`config.mk`:
```
export PLATFORM = sky130hd
export DESIGN_NAME = reorder_buffer
export DESIGN_NICKNAME = d
export VERILOG_FILES = /design/src/rtl/reorder_buffer_pkg.sv /design/src/rtl/reorder_buffer.sv
export SDC_FILE = /design/constraint.sdc
export NUM_CORES = 1
export LEC_CHECK = 0
export BUFFER_PORTS_ARGS = -buffer_cell sky130_fd_sc_hd__buf_2
export CAP_MARGIN = 5
export CORE_UTILIZATION = 60
export CTS_BUF_LIST = sky130_fd_sc_hd__clkbuf_2
export DETAILED_ROUTE_END_ITERATION = 6
export GPL_TIMING_DRIVEN = 0
export PLACE_DENSITY = 0.8
export SYNTH_ARGS = -nofsm -noshare
export SYNTH_HDL_FRONTEND = slang
export SYNTH_SLANG_ARGS = --single-unit
```
`constraint.sdc`:
```
create_clock -name clk -period 3.3 [get_ports clk]
set_input_delay 0.165 -clock clk [delete_from_list [all_inputs] [get_ports clk]]
set_output_delay 0.165 -clock clk [all_outputs]
set_load 0.01 [all_outputs]
```
`src/rtl/reorder_buffer_pkg.sv`:
```
// Shared reorder-buffer definitions: default geometry, the "no tag" marker
// used by the map table, and the per-entry record.
package reorder_buffer_pkg;

    localparam int unsigned DEFAULT_ROB_SIZE     = 8;
    localparam int unsigned DEFAULT_ROB_TAG_LEN  = 4;
    localparam int unsigned DEFAULT_REG_ADDR_LEN = 5;
    localparam int unsigned DEFAULT_XLEN         = 32;

    // All-ones tag means "value lives in the register file"; never allocated.
    localparam logic [DEFAULT_ROB_TAG_LEN-1:0] NO_ROB_TAG = '1;

    typedef struct packed {
        logic                            valid;
        logic                            ready;
        logic [DEFAULT_REG_ADDR_LEN-1:0] dest;
        logic [DEFAULT_XLEN-1:0]         value;
    } rob_entry_t;

endpackage

```
`src/rtl/reorder_buffer.sv`:
```
// Circular reorder buffer: allocates tags at dispatch, captures CDB results,
// serves operand values, and retires in program order.
module reorder_buffer
    import reorder_buffer_pkg::*;
#(
    parameter int unsigned ROB_SIZE     = DEFAULT_ROB_SIZE,
    parameter int unsigned ROB_TAG_LEN  = DEFAULT_ROB_TAG_LEN,
    parameter int unsigned REG_ADDR_LEN = DEFAULT_REG_ADDR_LEN,
    parameter int unsigned XLEN         = DEFAULT_XLEN
) (
    input  logic                    clk,
    input  logic                    reset,
    input  logic                    flush,
    input  logic                    dispatch_valid,
    input  logic [REG_ADDR_LEN-1:0] dispatch_dest,
    output logic                    rob_full,
    output logic [ROB_TAG_LEN-1:0]  assign_rob_tag,
    input  logic                    cdb_valid,
    input  logic [ROB_TAG_LEN-1:0]  cdb_rob_tag,
    input  logic [XLEN-1:0]         cdb_value,
    input  logic [ROB_TAG_LEN-1:0]  src1_rob_tag,
    output logic [XLEN-1:0]         src1_value,
    input  logic [ROB_TAG_LEN-1:0]  src2_rob_tag,
    output logic [XLEN-1:0]         src2_value,
    output logic                    retire_valid,
    output logic [REG_ADDR_LEN-1:0] retire_reg_addr,
    output logic [ROB_TAG_LEN-1:0]  retire_rob_tag,
    output logic [XLEN-1:0]         retire_value
);

    localparam int unsigned PTR_W = (ROB_SIZE > 1) ? $clog2(ROB_SIZE) : 1;
    localparam int unsigned CNT_W = $clog2(ROB_SIZE + 1);
    localparam logic [ROB_TAG_LEN-1:0] TAG_LIMIT = ROB_TAG_LEN'(ROB_SIZE);

    typedef struct packed {
        logic                    valid;
        logic                    ready;
        logic [REG_ADDR_LEN-1:0] dest;
        logic [XLEN-1:0]         value;
    } entry_t;

    entry_t             entries [ROB_SIZE];
    logic [PTR_W-1:0]   head;
    logic [PTR_W-1:0]   tail;
    logic [CNT_W-1:0]   count;

    logic               alloc;
    logic               retire;
    logic               cdb_hit;
    logic [PTR_W-1:0]   cdb_idx;

    function automatic logic [PTR_W-1:0] ptr_inc(input logic [PTR_W-1:0] p);
        return (p == PTR_W'(ROB_SIZE - 1)) ? '0 : p + PTR_W'(1);
    endfunction

    // CDB bypass first, then stored value; tags outside the buffer read as zero.
    function automatic logic [XLEN-1:0] read_operand(input logic [ROB_TAG_LEN-1:0] tag);
        if (cdb_valid && (cdb_rob_tag == tag))
            return cdb_value;
        else if (tag < TAG_LIMIT)
            return entries[tag[PTR_W-1:0]].value;
        return '0;
    endfunction

    // Control decodes; full is taken from the registered count so a same-cycle
    // retire never opens a slot for a same-cycle dispatch.
    always_comb begin
        rob_full       = (count == CNT_W'(ROB_SIZE));
        assign_rob_tag = ROB_TAG_LEN'(tail);
        alloc          = dispatch_valid && !rob_full;
        retire         = entries[head].valid && entries[head].ready;
        cdb_idx        = cdb_rob_tag[PTR_W-1:0];
        cdb_hit        = cdb_valid && (cdb_rob_tag < TAG_LIMIT) && entries[cdb_idx].valid;
    end

    // Retire fields come straight from the head entry.
    always_comb begin
        retire_valid    = retire;
        retire_reg_addr = entries[head].dest;
        retire_rob_tag  = ROB_TAG_LEN'(head);
        retire_value    = entries[head].value;
    end

    // Operand lookup for both source ports.
    always_comb begin
        src1_value = read_operand(src1_rob_tag);
        src2_value = read_operand(src2_rob_tag);
    end

    // Entry storage and pointers; flush behaves exactly like reset.
    always_ff @(posedge clk) begin
        if (reset || flush) begin
            for (int unsigned i = 0; i < ROB_SIZE; i++)
                entries[i] <= '0;
            head  <= '0;
            tail  <= '0;
            count <= '0;
        end else begin
            if (alloc) begin
                entries[tail].valid <= 1'b1;
                entries[tail].ready <= 1'b0;
                entries[tail].dest  <= dispatch_dest;
                entries[tail].value <= '0;
                tail                <= ptr_inc(tail);
            end
            if (cdb_hit) begin
                entries[cdb_idx].ready <= 1'b1;
                entries[cdb_idx].value <= cdb_value;
            end
            if (retire) begin
                entries[head].valid <= 1'b0;
                head                <= ptr_inc(head);
            end
            count <= count + CNT_W'(alloc) - CNT_W'(retire);
        end
    end

endmodule

```
==> impl_metrics.py <==
metrics = {
    "global_routing": {
        "grt_pass1_vias": 14203,
        "grt_usage_pct": 36.2,
        "gr-total-overflow": 0,
        "antenna_found_initial": 1,
        "grt_pass1_wl_microns": 85600,
        "grt_max_degree": 33,
    },
    "sta": {
        "rsz0062_at_grt": "no",
        "timing.final.crit_share_pct": 99.1,
        "final_hold_viol_count": 0,
        "period_needed_ns": 3.27,
        "max_slew.worst_pin.slew_ns": 1.13,
        "finClkSkew_ns": 0.0557,
        "relSlewSlack_pct": 24.6,
        "fmax_mhz": 306,
        "drv_slew": 0,
        "setup_tns_ns": 0,
        "setup_viol": 0,
    },
    "placement": {
        "port_buffers": 160,
        "dp.cells": 1877,
        "gp_congestion": 0.967,
        "hpwl_microns": 36900,
    },
    "die": {
        "io_pins": 165,
        "die_y_microns": 180,
        "die_area_sq_um": 32500,
        "coreArea_sq_um": 31000,
        "die_w_microns": 180,
        "start_util_pct": 61.6,
        "row_count": 64,
    },
    "logic_synthesis": {
        "postSynthCellCount": 1315,
        "synth-edff-count": 296,
        "synth_flop_cell": "edfxtp_1",
        "synth-seq-cells": 325,
        "postSynthAreaPerCell_sq_um": 14.5,
        "ys_seq_area_share_pct": 49.6,
        "synth-async-reset-ratio_pct": 0,
        "synth_cell_types": 53,
        "synth_area_sq_um": 19100,
        "yosys_warnings": 0,
    },
    "min_path": {
        "hold_start": "cdb_rob_tag[1]",
        "hp-class": "in2reg",
        "whs_path_depth": 4,
        "hold_path_end": "entries[4][0]",
    },
    "setup_path": {
        "crit_family": "buffers and inverters",
        "ff2ff_setup_slack_ns": 0.30,
        "slowest_stage": "clkbuf_2",
        "path_class": "reg2out",
        "critPathBufInv": 4,
        "critPathLaunchType": "flip-flop",
        "cp_common_cell": "buf_2",
        "r2r_cells": 7,
        "cp-end-kind": "output pin",
        "required_ns": 3.13,
        "path_max_fanout": 10,
        "worstPathArrival_ns": 3.10,
        "r2r-end": "entries[0][6]",
        "max_stage_delay_ns": 0.47,
        "reg2reg_from": "count[2]",
        "cp_cell_sequence": "buf_2, buf_2, clkbuf_2, mux4_2, mux2_2, buf_2",
    },
    "finish": {
        "n_fill_cell": 2128,
        "regArea_sq_um": 9470,
        "syn_to_final_growth_pct": 13.8,
        "fin_cells": 2072,
        "layout.nets": 1672,
        "multiInputGateArea_sq_um": 9070,
        "final_util_pct": 70.1,
        "drive_above_1_share_pct": 36.6,
        "final_common_cell": "and2_1",
        "mostFrequentLayoutCells": "299 x and2_1, 296 x edfxtp_1, 202 x mux4_2",
    },
    "pwr": {
        "vdd_drop_max_uv": 305,
        "p_per_area_nw_per_um2": 401,
        "p_leak_uw": 0.00872,
    },
    "job": {
        "cap_violations": 0,
    },
    "drt": {
        "vias": 14046,
        "drc": 0,
        "routedWlPerCell_microns": 27.9,
        "drtPass1Iterations": 6,
        "routed_via_density": 6.78,
        "drt_wl_total_microns": 57800,
        "ant_nets": 0,
        "drt_iter0_markers": 2082,
    },
    "clock_tree": {
        "clk_pin_slew_worst_paths_ns": 0.11,
        "cts_buffer_depth": 3,
        "cts_buffers": 83,
        "cts.sinks": 325,
        "clk_latency_ns": 0.95,
        "cts_tree": "done",
        "cts_root_buf": "clkbuf_2",
        "cts_max_level": 3,
    },
    "run_status": {
        "run_status": "finished clean",
    },
}
cell families after synthesis:
kind of cell | after synthesis | synth area share, %
AOI/OAI and AO/OA | 110 | 3.33
DFF | 325 | 49.6
other | 1 | 0.0196
muxes | 304 | 29.4
xor gates and xnor gates | 10 | 0.459
and+or+nand+nor | 443 | 13.5
adders and majority gates | 10 | 0.695
buffers and inverters | 112 | 3.01
area by class of cell:
cell class	instances	share of cell area (%)
plain buffers	101	2.47
well taps	396	2.28
clock buffers	114	2.62
flip-flops and latches	325	43.6
clock inverters	38	1.05
diodes	1	0.0115
inverters	11	0.190
repair buffers	207	6.08
multi-input cells	879	41.7
cell usage after synthesis, types with 4 or more instances:
master | number | area share (%)
clkbuf_1 | 36 | 0.71
nand3b_1 | 4 | 0.16
buf_4 | 14 | 0.55
buf_2 | 38 | 1.0
mux4_2 | 202 | 24
nor2b_1 | 5 | 0.16
buf_1 | 7 | 0.14
nor3_1 | 7 | 0.18
nand2_1 | 74 | 1.5
o21ai_1 | 30 | 0.79
or3_1 | 5 | 0.16
o21ai_0 | 40 | 1.0
nor2_1 | 16 | 0.31
a21oi_1 | 16 | 0.42
mux2_2 | 37 | 2.2
nand3_1 | 8 | 0.21
xor2_1 | 7 | 0.32
mux2i_1 | 65 | 3.4
inv_1 | 11 | 0.22
and2_1 | 299 | 9.8
ha_1 | 9 | 0.59
edfxtp_1 | 296 | 47
and4_1 | 4 | 0.18
or2_2 | 5 | 0.16
dfxtp_1 | 29 | 3.0
a21o_1 | 5 | 0.20
buf_6 | 5 | 0.29
worst max-delay path by stage:
stage / from / cells past startpoint / endpoint
6_report: flip-flop / 6 / retire_value[22]
5_1_grt: flip-flop / 6 / retire_value[22]
4_1_cts: flip-flop / 6 / retire_value[1]
3_5_place_dp: count[2] / 6 / entries[4][10]
3_3_place_gp: count[2] / 6 / entries[0][12]
2_1_floorplan: count[2] / 6 / entries[0][0]
flip-flops by register name, summed over array words and instances (netlist names), named ones only:
register	flops
count	4
entries	312
head	3
tail	3
worst register-to-register path: stages, from the launching register on:
cell,delay [ns]
dfxtp_1,0.32
inv_1,0.05
ha_1,0.18
or3b_1,0.28
nand4b_1,0.27
nor3_1,0.79
or3_2,0.49
buf_12,0.28
power breakdown:
part / switching (uW) / leakage, uW / internal, uW
clock network: 1780 / 0.000585 / 1120
registers: 108 / 0.00354 / 4630
logic: 590 / 0.00460 / 488
metal layers:
layer  routed length, microns  global-route usage, %  share of wire, %
met3                     7520                   8.12                13
met5                        0                      0                 0
met2                    28000                   58.7                48
met1                    19800                   46.8                34
met4                     2520                   17.0               4.4
metrics by stage:
stage | area, sq um | power [uW] | setup slack [ns] | hold WS, ns
global placement | 20400 | 5810 | -0.643 | 0.442
finish | 21700 | 8720 | 0.0308 | 0.0473
CTS | 21700 | 8690 | 0.0558 | 0.0168
floorplan | 19100 | 5420 | 0.760 | 0.313
global route | 21700 | 8970 | 0.0120 | 0.0580
detailed placement | 20500 | 5850 | -0.306 | 0.449
repair_timing:
item,in CTS,in global routing
buffers inserted,0,0
gates resized for setup,7,1
endpoints found under the hold margin,315,0
hold buffers,42,0
setup endpoints to repair,123,32
cloned,0,0
pin swaps,0,0
No activity file was read; power rests on OpenSTA's default activity.
